`config.mk`:
```
export PLATFORM = sky130hd
export DESIGN_NAME = activation_pwl_pipe_flat
export DESIGN_NICKNAME = d
export VERILOG_FILES = /design/src/rtl/activation_pkg.sv /design/src/rtl/activation_pwl_pipe_if.sv /design/src/rtl/pwl_coef_rom.sv /design/src/rtl/activation_pwl_pipe.sv /design/src/flat_wrapper.sv
export SDC_FILE = /design/constraint.sdc
export NUM_CORES = 1
export LEC_CHECK = 0
export CORE_MARGIN = 4
export CORE_UTILIZATION = 45
export DETAILED_ROUTE_END_ITERATION = 16
export SETUP_SLACK_MARGIN = 0.4
export SYNTH_ARGS = -nofsm -noshare
export SYNTH_HDL_FRONTEND = slang
export SYNTH_SLANG_ARGS = --single-unit
export TNS_END_PERCENT = 10
```
`constraint.sdc`:
```
create_clock -name clock -period 8.67 [get_ports clock]
set_input_delay 1.734 -clock clock [delete_from_list [all_inputs] [get_ports clock]]
set_output_delay 1.734 -clock clock [all_outputs]
set_load 0.1 [all_outputs]
```
`src/rtl/activation_pkg.sv`:
```
// rtl/activation_pkg.sv - shared constants and PWL sigmoid coefficient table
package activation_pkg;

  localparam logic ACT_SIGMOID = 1'b0;
  localparam logic ACT_TANH    = 1'b1;

  localparam int PWL_DATA_W   = 18;
  localparam int PWL_FRAC     = 14;
  localparam int PWL_SEG_BITS = 4;
  localparam int PWL_COEF_W   = 18;
  localparam int ONE          = 1 << PWL_FRAC;

  typedef struct packed {
    logic signed [PWL_COEF_W-1:0] slope;
    logic signed [PWL_COEF_W-1:0] icpt;
  } pwl_coef_t;

  // Chords through sigmoid at x = 0.5*k, both terms in Q3.14
  function automatic pwl_coef_t coef_lookup(input logic [PWL_SEG_BITS-1:0] seg);
    pwl_coef_t c;
    case (seg)
      4'd0:    c = '{slope: 18'sd4012, icpt: 18'sd8192};
      4'd1:    c = '{slope: 18'sd3558, icpt: 18'sd8419};
      4'd2:    c = '{slope: 18'sd2836, icpt: 18'sd9141};
      4'd3:    c = '{slope: 18'sd2072, icpt: 18'sd10287};
      4'd4:    c = '{slope: 18'sd1420, icpt: 18'sd11591};
      4'd5:    c = '{slope: 18'sd932,  icpt: 18'sd12811};
      4'd6:    c = '{slope: 18'sd594,  icpt: 18'sd13825};
      4'd7:    c = '{slope: 18'sd370,  icpt: 18'sd14609};
      4'd8:    c = '{slope: 18'sd230,  icpt: 18'sd15169};
      4'd9:    c = '{slope: 18'sd140,  icpt: 18'sd15574};
      4'd10:   c = '{slope: 18'sd86,   icpt: 18'sd15844};
      4'd11:   c = '{slope: 18'sd52,   icpt: 18'sd16031};
      4'd12:   c = '{slope: 18'sd32,   icpt: 18'sd16151};
      4'd13:   c = '{slope: 18'sd20,   icpt: 18'sd16229};
      4'd14:   c = '{slope: 18'sd12,   icpt: 18'sd16285};
      default: c = '{slope: 18'sd8,    icpt: 18'sd16315};
    endcase
    return c;
  endfunction

endpackage

```
`src/rtl/activation_pwl_pipe_if.sv`:
```
// rtl/activation_pwl_pipe_if.sv - sample in / result out stream pair
interface activation_pwl_pipe_if
  import activation_pkg::*;
#(
  parameter int BITWIDTH = PWL_DATA_W
);
  logic                in_valid;
  logic                in_ready;
  logic                in_mode;
  logic [BITWIDTH-1:0] operand;
  logic                out_valid;
  logic                out_ready;
  logic [BITWIDTH-1:0] result;

  modport master (
    output in_valid, in_mode, operand, out_ready,
    input  in_ready, out_valid, result
  );

  modport slave (
    input  in_valid, in_mode, operand, out_ready,
    output in_ready, out_valid, result
  );
endinterface

```
`src/rtl/pwl_coef_rom.sv`:
```
// rtl/pwl_coef_rom.sv - registered segment coefficient lookup
module pwl_coef_rom
  import activation_pkg::*;
#(
  parameter int SEG_BITS = PWL_SEG_BITS,
  parameter int COEF_W   = PWL_COEF_W
) (
  input  logic                     clock,
  input  logic                     en,
  input  logic [SEG_BITS-1:0]      seg,
  output logic signed [COEF_W-1:0] slope,
  output logic signed [COEF_W-1:0] icpt
);

  pwl_coef_t coef;

  always_comb begin
    coef = coef_lookup(seg);
  end

  always_ff @(posedge clock) begin
    if (en) begin
      slope <= coef.slope;
      icpt  <= coef.icpt;
    end
  end

endmodule

```
`src/rtl/activation_pwl_pipe.sv`:
```
// rtl/activation_pwl_pipe.sv - 4-stage sigmoid/tanh PWL activation with stream backpressure
module activation_pwl_pipe
  import activation_pkg::*;
#(
  parameter int BITWIDTH  = PWL_DATA_W,
  parameter int FRAC      = PWL_FRAC,
  parameter int SEG_BITS  = PWL_SEG_BITS,
  parameter int XMAX_LOG2 = 3,
  parameter int COEF_W    = PWL_COEF_W
) (
  input  logic                 clock,
  input  logic                 reset,
  activation_pwl_pipe_if.slave bus
);

  localparam int PW = COEF_W + BITWIDTH + 1;
  localparam logic [BITWIDTH-1:0]   S_MAX = {1'b0, {(BITWIDTH-1){1'b1}}};
  localparam logic [BITWIDTH-1:0]   S_MIN = {1'b1, {(BITWIDTH-1){1'b0}}};
  localparam logic signed [PW-1:0]  HALF  = PW'(1) << (FRAC-1);
  localparam logic signed [PW-1:0]  ONE_Y = PW'(1) << FRAC;

  logic adv;
  logic v1, v2, v3, out_valid_r;
  logic [BITWIDTH-1:0] result_r;

  logic sign1, mode1, sign2, mode2, sign3, mode3;
  logic [BITWIDTH-1:0] a1, a2;
  logic signed [COEF_W-1:0] slope_r, icpt_r, icpt3;
  logic signed [PW-1:0] p3;

  logic sign_c;
  logic [BITWIDTH-1:0] x_s, a_c;
  logic signed [PW-1:0] p_rnd, y_base, y_sym, y_mode, y_lo, y_clamp;

  // Every stage moves together; a full output register that is not taken freezes the pipe
  assign adv           = bus.out_ready || !out_valid_r;
  assign bus.in_ready  = adv;
  assign bus.out_valid = out_valid_r;
  assign bus.result    = result_r;

  always_comb begin
    sign_c = bus.operand[BITWIDTH-1];
    x_s    = bus.operand;
    if (bus.in_mode == ACT_TANH) begin
      if (bus.operand[BITWIDTH-1] != bus.operand[BITWIDTH-2])
        x_s = sign_c ? S_MIN : S_MAX;
      else
        x_s = {bus.operand[BITWIDTH-2:0], 1'b0};
    end
    if (x_s == S_MIN)
      a_c = S_MAX;
    else if (x_s[BITWIDTH-1])
      a_c = -x_s;
    else
      a_c = x_s;
  end

  pwl_coef_rom #(
    .SEG_BITS (SEG_BITS),
    .COEF_W   (COEF_W)
  ) u_rom (
    .clock (clock),
    .en    (adv),
    .seg   (a1[FRAC+XMAX_LOG2-1 -: SEG_BITS]),
    .slope (slope_r),
    .icpt  (icpt_r)
  );

  // Evaluate on |x|, then fold back through symmetry and the tanh identity
  always_comb begin
    p_rnd  = (p3 + HALF) >>> FRAC;
    y_base = PW'(icpt3) + p_rnd;
    y_sym  = sign3 ? (ONE_Y - y_base) : y_base;
    y_mode = (mode3 == ACT_TANH) ? ((y_sym <<< 1) - ONE_Y) : y_sym;
    y_lo   = (mode3 == ACT_TANH) ? -ONE_Y : '0;
    if (y_mode > ONE_Y)
      y_clamp = ONE_Y;
    else if (y_mode < y_lo)
      y_clamp = y_lo;
    else
      y_clamp = y_mode;
  end

  always_ff @(posedge clock) begin
    if (reset) begin
      v1          <= 1'b0;
      v2          <= 1'b0;
      v3          <= 1'b0;
      out_valid_r <= 1'b0;
      result_r    <= '0;
    end else if (adv) begin
      v1          <= bus.in_valid;
      v2          <= v1;
      v3          <= v2;
      out_valid_r <= v3;
      if (v3)
        result_r <= BITWIDTH'(y_clamp);
    end
  end

  always_ff @(posedge clock) begin
    if (adv) begin
      sign1 <= sign_c;
      mode1 <= bus.in_mode;
      a1    <= a_c;
      sign2 <= sign1;
      mode2 <= mode1;
      a2    <= a1;
      sign3 <= sign2;
      mode3 <= mode2;
      icpt3 <= icpt_r;
      p3    <= PW'(slope_r) * PW'($signed({1'b0, a2}));
    end
  end

endmodule
```
`src/flat_wrapper.sv`:
```
// flat-port wrapper written by rule: the top's interface ports become plain ports
module activation_pwl_pipe_flat import activation_pkg::*;
#(
  parameter int BITWIDTH  = PWL_DATA_W,
  parameter int FRAC      = PWL_FRAC,
  parameter int SEG_BITS  = PWL_SEG_BITS,
  parameter int XMAX_LOG2 = 3,
  parameter int COEF_W    = PWL_COEF_W
)
  (clock, reset, bus_in_valid, bus_in_mode, bus_operand, bus_out_ready, bus_in_ready, bus_out_valid, bus_result);
  activation_pwl_pipe_if #(.BITWIDTH(BITWIDTH)) bus_i ();
  input  logic clock;
  input  logic reset;
  input wire logic [$bits(bus_i.in_valid)-1:0] bus_in_valid;
  input wire logic [$bits(bus_i.in_mode)-1:0] bus_in_mode;
  input wire logic [$bits(bus_i.operand)-1:0] bus_operand;
  input wire logic [$bits(bus_i.out_ready)-1:0] bus_out_ready;
  output wire logic [$bits(bus_i.in_ready)-1:0] bus_in_ready;
  output wire logic [$bits(bus_i.out_valid)-1:0] bus_out_valid;
  output wire logic [$bits(bus_i.result)-1:0] bus_result;
  assign bus_i.in_valid = bus_in_valid;
  assign bus_i.in_mode = bus_in_mode;
  assign bus_i.operand = bus_operand;
  assign bus_i.out_ready = bus_out_ready;
  assign bus_in_ready = bus_i.in_ready;
  assign bus_out_valid = bus_i.out_valid;
  assign bus_result = bus_i.result;
  activation_pwl_pipe #(.BITWIDTH(BITWIDTH), .FRAC(FRAC), .SEG_BITS(SEG_BITS), .XMAX_LOG2(XMAX_LOG2), .COEF_W(COEF_W)) u_core (.clock(clock), .reset(reset), .bus(bus_i));
endmodule
```
Word-level counts from Yosys, hierarchy flattened
Memory sizes are Yosys's and may differ from the RTL's. A register that Yosys moved wholly into a read port is not among the register bits.
Index checks and enable logic that the tools add are counted.
{"block": "word_totals", "n_memories": 1, "mem_bits_ro": 384, "reg_bits": 155, "wordCells": 43, "in_bits": 23}
{"block": "classes", "magnitude_cmp": 2, "n_eq_ne": 2, "bitwise_logic": 1, "n_reduce_logical": 4, "mul": 1, "n_mux": 9, "addsub": 5}
{"memory": "(no name shown)", "depth": 16, "word_bits": 24, "rd": 1, "rd_clocked_by_memory_dff": 1, "write_ports": 0, "line": "activation_pkg.sv:21", "source": "case (seg)"}
{"cell": "$mux W37", "n": 3}
{"cell": "$mux W18", "n": 5}
{"cell": "$add A37 B15 Y37 const B", "n": 1}
{"cell": "$gt A37 B16 Y1 const B", "n": 1}
{"cell": "$lt A37 B37 Y1", "n": 1}
{"cell": "$mul A18 B19 Y37", "n": 1}
{"cell": "$sub A16 B37 Y37 const A", "n": 1}
{"cell": "$sub A37 B16 Y37 const B", "n": 1}
{"cell": "$add A18 B23 Y24", "n": 1}
{"cell": "$eq A18 B18 Y1 const B", "n": 1}
{"cell": "$neg A18 Y18", "n": 1}
{"cell": "$mux W17", "n": 1}
{"cell": "$reduce_and A2 Y1", "n": 1}
{"cell": "$reduce_or A2 Y1", "n": 1}
{"cell": "$logic_not A1 Y1", "n": 1}
{"cell": "$logic_or A1 B1 Y1", "n": 1}
{"cell": "$ne A1 B1 Y1", "n": 1}
{"cell": "$not A1 Y1", "n": 1}

Logic depth before layout (Yosys ltp)
Gate-level depths: netlist of the first run.
{"block": "depth", "word_depth": 9, "ltp_mapped": 27, "ltp_nobuf": 24}

By module
From an unflattened synthesis of the first run, not the netlist that was laid out.
{"block": "unflattened", "cells_unflattened": 2085, "hier_area_um2": 18956.9}
{"mod": "activation_pwl_pipe", "instances": 1, "seq_area_each_um2": 2962.8, "area_per_inst_um2": 17644.4, "cells_each": 1972}
{"mod": "pwl_coef_rom", "instances": 1, "seq_area_each_um2": 690.7, "area_per_inst_um2": 1312.5, "cells_each": 113}

Worst setup path before layout of the first run
No wires, ideal clock.
{"block": "synth_path", "path_type": "input port to output port", "startpoint": "in bus_out_ready", "endpoint": "out bus_in_ready", "t_arrival_ns": 5.465, "slack_ns": 1.471, "cell_stages": 2, "cell_sequence": "nand2b_1 -> clkbuf_1"}
{"block": "synth_via", "elab_chain_len": 1}
{"item": "from (decl)", "line": "flat_wrapper.sv:17", "source": "input wire logic [$bits(bus_i.out_ready)-1:0] bus_out_ready;"}
{"item": "$logic_or A1 B1 Y1", "line": "activation_pwl_pipe.sv:36", "source": "assign adv = bus.out_ready || !out_valid_r;"}
{"item": "to (decl)", "line": "flat_wrapper.sv:18", "source": "output wire logic [$bits(bus_i.in_ready)-1:0] bus_in_ready;"}
Every way passes these cells.

Final worst setup path of the first run
{"block": "layout_path", "startpoint": "reg u_core.u_rom.slope[8]", "endpoint": "reg u_core.p3[30], data pin"}
{"block": "layout_via", "elab_chain_len": 1}
{"item": "from (decl)", "line": "pwl_coef_rom.sv:11", "source": "output logic signed [COEF_W-1:0] slope,"}
{"item": "$mul A18 B19 Y37", "line": "activation_pwl_pipe.sv:112", "source": "p3 <= PW'(slope_r) * PW'($signed({1'b0, a2}));"}
{"item": "to (signal assigned)", "line": "activation_pwl_pipe.sv:112"}
{"item": "to (decl)", "line": "activation_pwl_pipe.sv:29", "source": "logic signed [PW-1:0] p3;"}
Every way passes these cells.
A chain may end at the register's enable or synchronous reset.

==> results of run 1 <==
==> metal layers <==
| layer | track usage | vias to the layer above | wire length, microns |
|---|---|---|---|
| li1 | - | 5136 | - |
| met1 | 0.276 | 5106 | 15400 |
| met2 | 0.320 | 231 | 14900 |
| met3 | 0.0291 | 17 | 1320 |
| met4 | 0.0332 | 0 | 194 |
| met5 | 0 | - | 0 |
==> cell type report <==
class,count,area share
flip-flops and latches,119,0.218
inverters,204,0.0497
well taps,396,0.0321
repair buffers,49,0.0307
clock inverters,14,0.0108
multi-input cells,1121,0.631
clock buffers,18,0.0278
==> path summary, 6_finish.rpt <==
path | to | cells past startpoint | startpoint | slack (ns)
setup / recovery | u_core.p3[30] | 17 | u_core.u_rom.slope[8] | 1.57
setup reg to reg | u_core.p3[30] | 17 | u_core.u_rom.slope[8] | 1.57
hold reg to reg | u_core.a2[11] | 0 | u_core.a1[11] | 0.42
hold / removal | u_core.a2[11] | 0 | u_core.a1[11] | 0.42
==> critical path: cells and delay by family, from the launching register on <==
kind,cells,cell delay [ns]
simple gates,3,0.84
fa+ha+maj,7,3.37
flops,1,0.76
compound gates,5,1.70
xor+xnor,1,0.11
buf+inv,1,0.05
==> Yosys cell counts (6+ instances only) <==
master and number:
a211oi_1 16, a21o_1 14, a21oi_1 83, a31o_2 6, a31oi_1 13, and2_1 64, and3_1 10, clkbuf_1 65
dfxtp_1 22, edfxtp_1 97, fa_1 145, ha_1 147, inv_1 202, mux2i_1 11, nand2_1 199, nand2b_1 13
nand3_1 27, nand4_1 8, nor2_1 73, nor2b_1 7, nor3_1 16, nor4_1 10, o211ai_1 11, o21a_1 14
o21ai_0 44, o31ai_1 8, o31ai_2 10, or2_2 10, or3_1 6, xnor2_1 41, xor2_1 25
==> metrics by stage <==
stage	instances	worst slack (ns)	util
floorplan	1517	1.47	-
global placement	1889	1.73	0.481
detailed placement	1889	1.50	0.481
CTS	1921	1.47	0.500
global route	1921	0.928	0.500
finish	1921	1.57	0.500
==> sequential cells by signal (all words and copies together) (netlist names) <==
name,cells
u_core.a1,18
u_core.a2,18
u_core.bus.out_valid,1
u_core.bus.result,18
u_core.icpt3,13
u_core.mode1,1
u_core.mode2,1
u_core.mode3,1
u_core.p3,19
u_core.sign1,1
u_core.sign2,1
u_core.sign3,1
u_core.u_rom.icpt,13
u_core.u_rom.slope,10
u_core.v1,1
u_core.v2,1
u_core.v3,1
==> logic make-up (layout without fill, tap and decap cells) <==
group	Yosys count	count (layout)	synth area share
AND/OR/NAND/NOR	474	474	0.163
adder cells (fa/ha/maj)	292	292	0.335
buffers and inverters	277	285	0.0750
AO/OA/AOI/OAI	274	274	0.137
flip-flops	119	119	0.237
XOR/XNOR	67	67	0.0425
multiplexers	14	14	0.0102
==> impl_metrics.toml, run 1 <==
[cts]
cts_root_buffer = "clkbuf_16"
post_cts_buffers = 0
cts_buffers = 17
cts_tree = "done"
ctsHtreeMaxLevel = 4
cts.sinks = 119
clk_pin_slew_worst_paths_ns = 0.06
ctsHoldBuffers = 0
worstSkewPairLatency_ns = 0.43
cts_resized = 0
cts_buffer_depth = 2

[setup_path]
crit_fanout = 18
critical_path_class = "flop to flop"
crit_required_ns = 8.83
cpMostUsedCell = "fa_1"
cp_cell_sequence = "nand2_1, fa_1, inv_1, fa_1, fa_1, fa_1, fa_1, fa_1, ha_1, nand2_1, o31ai_1, a211oi_1, or4_1, a31oi_1, a211oi_1, o21ai_0, xor2_1"
critPathLaunchType = "flop"
slowest_stage = "edfxtp_1"
worstSetupEndpointType = "flop"
cpPeakStageDelay_ns = 0.76
crit_arrival_ns = 7.26

[synthesis]
yosys-top-cells-area = "edfxtp_1 21%, fa_1 21%, ha_1 13%, inv_1 5.4%, nand2_1 5.3%"
syn_nets = 1832
seq_area_frac_synth = 0.237
yosysWarnings = 0
yosys.area.top_type_share = 0.206
syn-instance-count = 1517
synth_edf_count = 97
synth_seq_cells = 119
async_reset_ff_frac = 0
yosysUniqueCellTypes = 79
ys.flop_type = "edfxtp_1"
syn_area_per_cell_sq_um = 9.32
yosysTopAreaCell = "edfxtp_1"
synth_area_sq_mm = 0.0141

[detailed_routing]
wl_per_cell_microns = 16.6
wl_mm = 31.8
vias_per_cell = 5.46
drc = 0
num_vias = 10500
antenna_left = 0
dr.pass1.iters = 5
drt_iter0_drc = 627

[floorplanning]
die_h_microns = 185
rows = 64
initial_core_util = 0.459
io_pins = 43
dieWidth_microns = 185
core-area_sq_mm = 0.0308
dieArea_sq_mm = 0.0343

[cells_and_area]
layout_commonest_cell = "inv_1"
n_antenna_cell = 0
fillCellCount = 2866
drive_above_1_share = 0.0531
num-nets-final = 1827
multi_input_area_sq_mm = 0.00973
area_growth_pct = 9.03
final_area_sq_mm = 0.0154
mostFrequentLayoutCells = "202 x inv_1, 199 x nand2_1, 147 x ha_1"
seq_area_sq_mm = 0.00335

[timing]
period_share = 0.819
finalSetupViolCount = 0
hold_viol = 0
holdWs_ns = 0.418
max-slew-margin-rel = 0.210
finalCriticalPeriod_ns = 7.10
rsz0062_at_grt = "false"
drv_slew = 0
worst_slew_pin_slew_ns = 1.19
tns_ns = 0
fmax_mhz = 141
clock-skew-final_ns = 0.0145

[global_route]
grt_pass1_vias = 10500
grt_pass1_wl_mm = 53.7
grt_max_degree = 81
antenna_found_initial = 0
grt_use_total = 0.194
grt_overflow = 0

[min_path]
hold_class = "flop to flop"

[flow_run]
maxCapViolCount = 0

[placement]
numPortBuffers = 42
gp_routability_congestion = 0.856
dpl_cell_area_sq_mm = 0.0148
dp_hpwl_mm = 25.2

[status]
status = "finished, final reports clean"
Power of run 1 is not shown: default switching activity piles up to over one toggle a cycle in this logic, so the estimate is an artifact.
==> inputs of run 2 (changes only) <==
==> constraint.sdc (replaced) <==
create_clock -name clock -period 7 [get_ports clock]
set_input_delay 1.4 -clock clock [delete_from_list [all_inputs] [get_ports clock]]
set_output_delay 1.4 -clock clock [all_outputs]
set_load 0.1 [all_outputs]
==> run 2 against run 1 <==
Worst hold slack got worse by 0.0025 ns. Critical path depth grew 2. Highest routed layer unchanged. Sequential share of layout area fell by 0.73 points.
==> impl_metrics.toml, run 2 (synthesis gave the netlist of run 1 again) <==
[status]
status = "finished, final reports clean"

[timing]
finalCriticalPeriod_ns = 6.32
drv_slew = 0
finalSetupViolCount = 0
tns_ns = 0
fmax_mhz = 158
clock-skew-final_ns = 0.0204
worst_slew_pin_slew_ns = 1.20
max-slew-margin-rel = 0.198
rsz0062_at_grt = "true"
hold_viol = 0
period_share = 0.904

[cts]
ctsHoldBuffers = 0
clk_pin_slew_worst_paths_ns = 0.07
cts_root_buffer = "clkbuf_16"
cts_buffers = 17
cts.sinks = 119
ctsHtreeMaxLevel = 4
cts_buffer_depth = 2
cts_tree = "done"
worstSkewPairLatency_ns = 0.43

[global_route]
grt_overflow = 0
grt_busiest_layer = "met2"
grt_pass1_wl_mm = 54.4
grt_max_degree = 64
gr-usage-met2 = 0.329
met3_usage = 0.0267
met1_usage = 0.278
grt_pass1_vias = 10600
grt_use_total = 0.198
antenna_found_initial = 0

[floorplanning]
core-area_sq_mm = 0.0308
rows = 64
io_pins = 43
dieArea_sq_mm = 0.0343
initial_core_util = 0.459
dieWidth_microns = 185
die_h_microns = 185

[min_path]
hold_class = "flop to flop"

[detailed_routing]
drt_iter0_drc = 690
num_vias = 10700
drc = 0
vias_per_cell = 5.43
antenna_left = 0
wl_per_cell_microns = 16.9
dr.pass1.iters = 5
wl_mm = 33.2

[setup_path]
worstSetupEndpointType = "flop"
crit_arrival_ns = 6.51
crit_required_ns = 7.18
critical_path_class = "flop to flop"
critPathLaunchType = "flop"
crit_fanout = 10

[placement]
dp_hpwl_mm = 25.9
numPortBuffers = 42
gp_routability_congestion = 0.879

[cells_and_area]
largest_register = "u_core.p3"
n_antenna_cell = 0
mostFrequentLayoutCells = "202 x inv_1, 197 x nand2_1, 145 x fa_1, 145 x ha_1, 97 x edfxtp_1"
num-nets-final = 1875
layout_commonest_cell = "inv_1"
largest_reg_flops = 19
drive_above_1_share = 0.101
area_growth_pct = 12.8
fillCellCount = 2791

[flow_run]
maxCapViolCount = 0
==> run 2: cell types whose count changed in the layout (fill, tap and decap cells not counted), moves of 4 or more <==
cell / previous run / this run
xnor2_1: 41 / 36
a21oi_1: 83 / 79
xnor2_2: 0 / 5
buf_4: 7 / 53
a21oi_2: 0 / 4
==> run 2: final cells by class <==
cell class                      count  area [sq um]  area share
Timing Repair Buffer               96           838      0.0526
Clock buffer                       17           425      0.0267
Clock inverter                     15           166      0.0104
Inverter                          204           766      0.0480
Tap cell                          396           495      0.0311
Sequential cell                   119          3350       0.210
Multi-Input combinational cell   1122          9910       0.621
==> run 2: per-stage QoR <==
stage	hold WS, ns	setup WS, ns	std cells	utilization	instance area, sq um
final	0.415	0.675	1969	0.517	16000
after global routing	0.427	0.342	1969	0.517	16000
after CTS	0.417	0.384	1941	0.505	15600
after detailed placement	0.405	0.244	1905	0.485	14900
after global placement	0.401	0.378	1905	0.485	14900
after floorplan	0.400	0.767	1517	-	14100
==> run 2: timing repair <==
action	in CTS	in global routing
pin swaps	1	8
endpoints found under the setup margin	17	22
gates resized for setup	3	32
buffers inserted	4	27
gates cloned	0	1
==> run 2: path summary, 6_finish.rpt <==
check | from | end | slack (ns) | depth (start not counted)
max | u_core.a2[11] | u_core.p3[31] | 0.68 | 19
min | u_core.u_rom.icpt[7] | u_core.icpt3[7] | 0.42 | 0
max reg2reg | u_core.a2[11] | u_core.p3[31] | 0.68 | 19
min reg2reg | u_core.u_rom.icpt[7] | u_core.icpt3[7] | 0.42 | 0
==> run 2: per-layer routing <==
layer,part of all wire,vias to the layer above
met5,0,-
met4,0.013,0
met3,0.044,30
met2,0.47,243
met1,0.47,5196
li1,-,5222
==> run 2: critical path, cell delays in order, from the launching register on <==
cell	delay (ns)
edfxtp_1	0.66
nand2_1	0.17
fa_1	0.56
inv_1	0.05
fa_1	0.45
fa_1	0.44
fa_1	0.56
fa_1	0.44
fa_1	0.49
ha_1	0.36
a21o_1	0.20
a21o_1	0.20
a21o_1	0.17
a21oi_1	0.18
nor2_1	0.08
a21oi_1	0.21
a31oi_2	0.17
a211oi_2	0.30
o21ai_0	0.19
a21o_1	0.20
Power of run 2 is left out for the same reason.
==> inputs of run 3 (changes only) <==
--- a/config.mk
+++ b/config.mk
@@ -11,5 +11,6 @@
 export SETUP_SLACK_MARGIN = 0.4
 export SYNTH_ARGS = -nofsm -noshare
 export SYNTH_HDL_FRONTEND = slang
+export SYNTH_HIERARCHICAL = 1
 export SYNTH_SLANG_ARGS = --single-unit
 export TNS_END_PERCENT = 10
==> run 3 against run 2 <==
Wire length rose by 45%. Fmax fell by 0.20%. Via count rose by 35%.
==> impl_metrics.toml, run 3 <==
[global_route]
grt_max_degree = 69
met3_usage = 0.0367
antenna_found_initial = 0
grt_pass1_wl_mm = 78.1
grt_busiest_layer = "met2"
gr-usage-met2 = 0.362
grt_overflow = 0
met1_usage = 0.289
grt_pass1_vias = 14800
grt_use_total = 0.218

[setup_path]
reg2reg_depth = 25
crit_arrival_ns = 6.52
critPathTopFamily = "adder cells"
crit_required_ns = 7.18
slowest_stage = "fa_1"
startpoint = "u_core/u_rom/slope[7]"
critPathLaunchType = "flop"
cpMostUsedCell = "fa_1"
cp.depth = 25
cp_num_buf_inv = 6
r2r_end = "u_core/p3[31]"
rrSetupSlack_ns = 0.66
r2r-start = "u_core/u_rom/slope[7]"
endpoint = "u_core/p3[31]"
critical_path_class = "flop to flop"
crit_fanout = 4
worstSetupEndpointType = "flop"
cpPeakStageDelay_ns = 0.56

[synthesis]
seq_area_frac_synth = 0.193
yosys.area.top_type_share = 0.270
yosys.area_share.xor_xnor = 0.0444
synthSimpleGateAreaFrac = 0.173
ys_top_cells_by_count = "314 x inv_1, 297 x nand2_1, 256 x fa_1, 166 x ha_1"
synth_mux_area_frac = 0.0109
synthAdderAreaFrac = 0.380
yosysWarnings = 30
synth_top_family_by_area = "adder cells"
syn_area_per_cell_sq_um = 9.09
async_reset_ff_frac = 0
yosys-top-cells-area = "fa_1 27%, edfxtp_1 17%, ha_1 11%, inv_1 6.2%, nand2_1 5.9%"
yosysTopAreaCell = "fa_1"
synth_edf_count = 107
synth_compound_area_frac = 0.109
ys.flop_type = "edfxtp_1"
synth_seq_cells = 129
yosys.cell_count.top_type = "inv_1"
yosysUniqueCellTypes = 85
synth_area_sq_mm = 0.0190
syn-instance-count = 2085

[timing]
max-slew-margin-rel = 0.195
finalCriticalPeriod_ns = 6.34
rsz0062_at_grt = "true"
clock-skew-final_ns = 0.0132
hold_viol = 0
finalSetupViolCount = 0
period_share = 0.905
fmax_mhz = 158
tns_ns = 0
worst_slew_pin_slew_ns = 1.21
drv_slew = 0

[cells_and_area]
area_growth_pct = 11.7
num-nets-final = 2576
mostFrequentLayoutCells = "314 x inv_1, 294 x nand2_1, 256 x fa_1"
largest_reg_flops = 24
layout_commonest_cell = "inv_1"
drive_above_1_share = 0.0919
largest_register = "u_core/p3"

[detailed_routing]
antenna_left = 0
wl_per_cell_microns = 17.9
drt_iter0_drc = 797
dr.pass1.iters = 5
drc = 0
vias_per_cell = 5.38
num_vias = 14400
wl_mm = 48.0

[floorplanning]
dieWidth_microns = 213
rows = 74
initial_core_util = 0.460
die_h_microns = 213
dieArea_sq_mm = 0.0455
io_pins = 43
core-area_sq_mm = 0.0412

[status]
status = "finished, final reports clean"

[placement]
dp_hpwl_mm = 38.4
gp_routability_congestion = 0.932
numPortBuffers = 42

[cts]
clk_pin_slew_worst_paths_ns = 0.06
cts_buffer_depth = 2
cts_root_buffer = "clkbuf_16"
cts_tree = "done"
worstSkewPairLatency_ns = 0.43
cts_buffers = 17
cts.sinks = 129
ctsHtreeMaxLevel = 4
ctsHoldBuffers = 0

[min_path]
hold_class = "flop to flop"

[flow_run]
maxCapViolCount = 0
[run 3: worst min-delay path by stage]
stage                    startpoint              end  slack [ns]  depth (start not counted)
2_1_floorplan          u_core/a1[0]     u_core/a2[0]        0.40                          0
3_3_place_gp           u_core/a1[2]     u_core/a2[2]        0.40                          0
3_5_place_dp          u_core/a1[11]    u_core/a2[11]        0.40                          0
4_1_cts               u_core/a1[17]    u_core/a2[17]        0.42                          0
5_1_grt                u_core/a1[1]     u_core/a2[1]        0.42                          0
6_report       u_core/u_rom/icpt[2]  u_core/icpt3[2]        0.42                          0
[run 3: what timing repair did]
item	4_1_cts	5_1_grt
pin swaps	0	13
cloned	0	1
setup buffers	11	16
gates resized for setup	4	53
setup endpoints to repair	11	23
[run 3: routing by layer]
metal  wire length (microns)  share of wire
met2                   22700           0.47
met1                   21200           0.44
met4                    1940          0.040
met5                       0              0
met3                    2220          0.046
[run 3: cells by family (layout without fill, tap and decap cells)]
| family | count (synthesis) | after routing |
|---|---|---|
| other | 2 | 13 |
| AO/OA/AOI/OAI | 308 | 308 |
| adder cells (fa/ha/maj) | 422 | 422 |
| multiplexers | 19 | 19 |
| flip-flops | 129 | 129 |
| buffers and inverters | 429 | 478 |
| XOR/XNOR | 96 | 96 |
| AND/OR/NAND/NOR | 680 | 680 |
[run 3: area by class of cell]
cell class	instances	area [sq um]
Antenna cell	1	2.50
Tap cell	532	666
Clock inverter	15	164
Fill cell	3766	20000
Sequential cell	129	3650
Timing Repair Buffer	130	1180
Inverter	316	1190
Clock buffer	17	425
Multi-Input combinational cell	1537	13900
[run 3: worst reg2reg max path: stages, from the launching register on]
cell      delay, ns
edfxtp_1       0.45
buf_6          0.16
nand2_1        0.07
fa_1           0.52
inv_1          0.06
fa_1           0.56
fa_1           0.45
fa_1           0.52
inv_1          0.06
fa_1           0.53
inv_1          0.05
fa_1           0.48
ha_4           0.28
and4_1         0.22
a21oi_1        0.17
nand2_1        0.10
nor3_2         0.19
o21ai_2        0.13
a31oi_1        0.16
buf_4          0.17
o211ai_1       0.12
a31oi_1        0.16
buf_4          0.15
o21ai_1        0.08
nor2_1         0.17
xnor2_1        0.08
[run 3: per-stage QoR]
step	hold WS [ns]	instance area, sq um	setup slack (ns)	instances	utilization
6_report	0.419	21200	0.662	2677	0.514
5_1_grt	0.424	21200	0.350	2676	0.514
4_1_cts	0.419	20700	0.379	2659	0.504
3_5_place_dp	0.405	20000	0.208	2616	0.487
3_3_place_gp	0.402	20000	0.360	2616	0.487
2_1_floorplan	0.400	19000	0.377	2095	-
Power of run 3 is left out for the same reason.
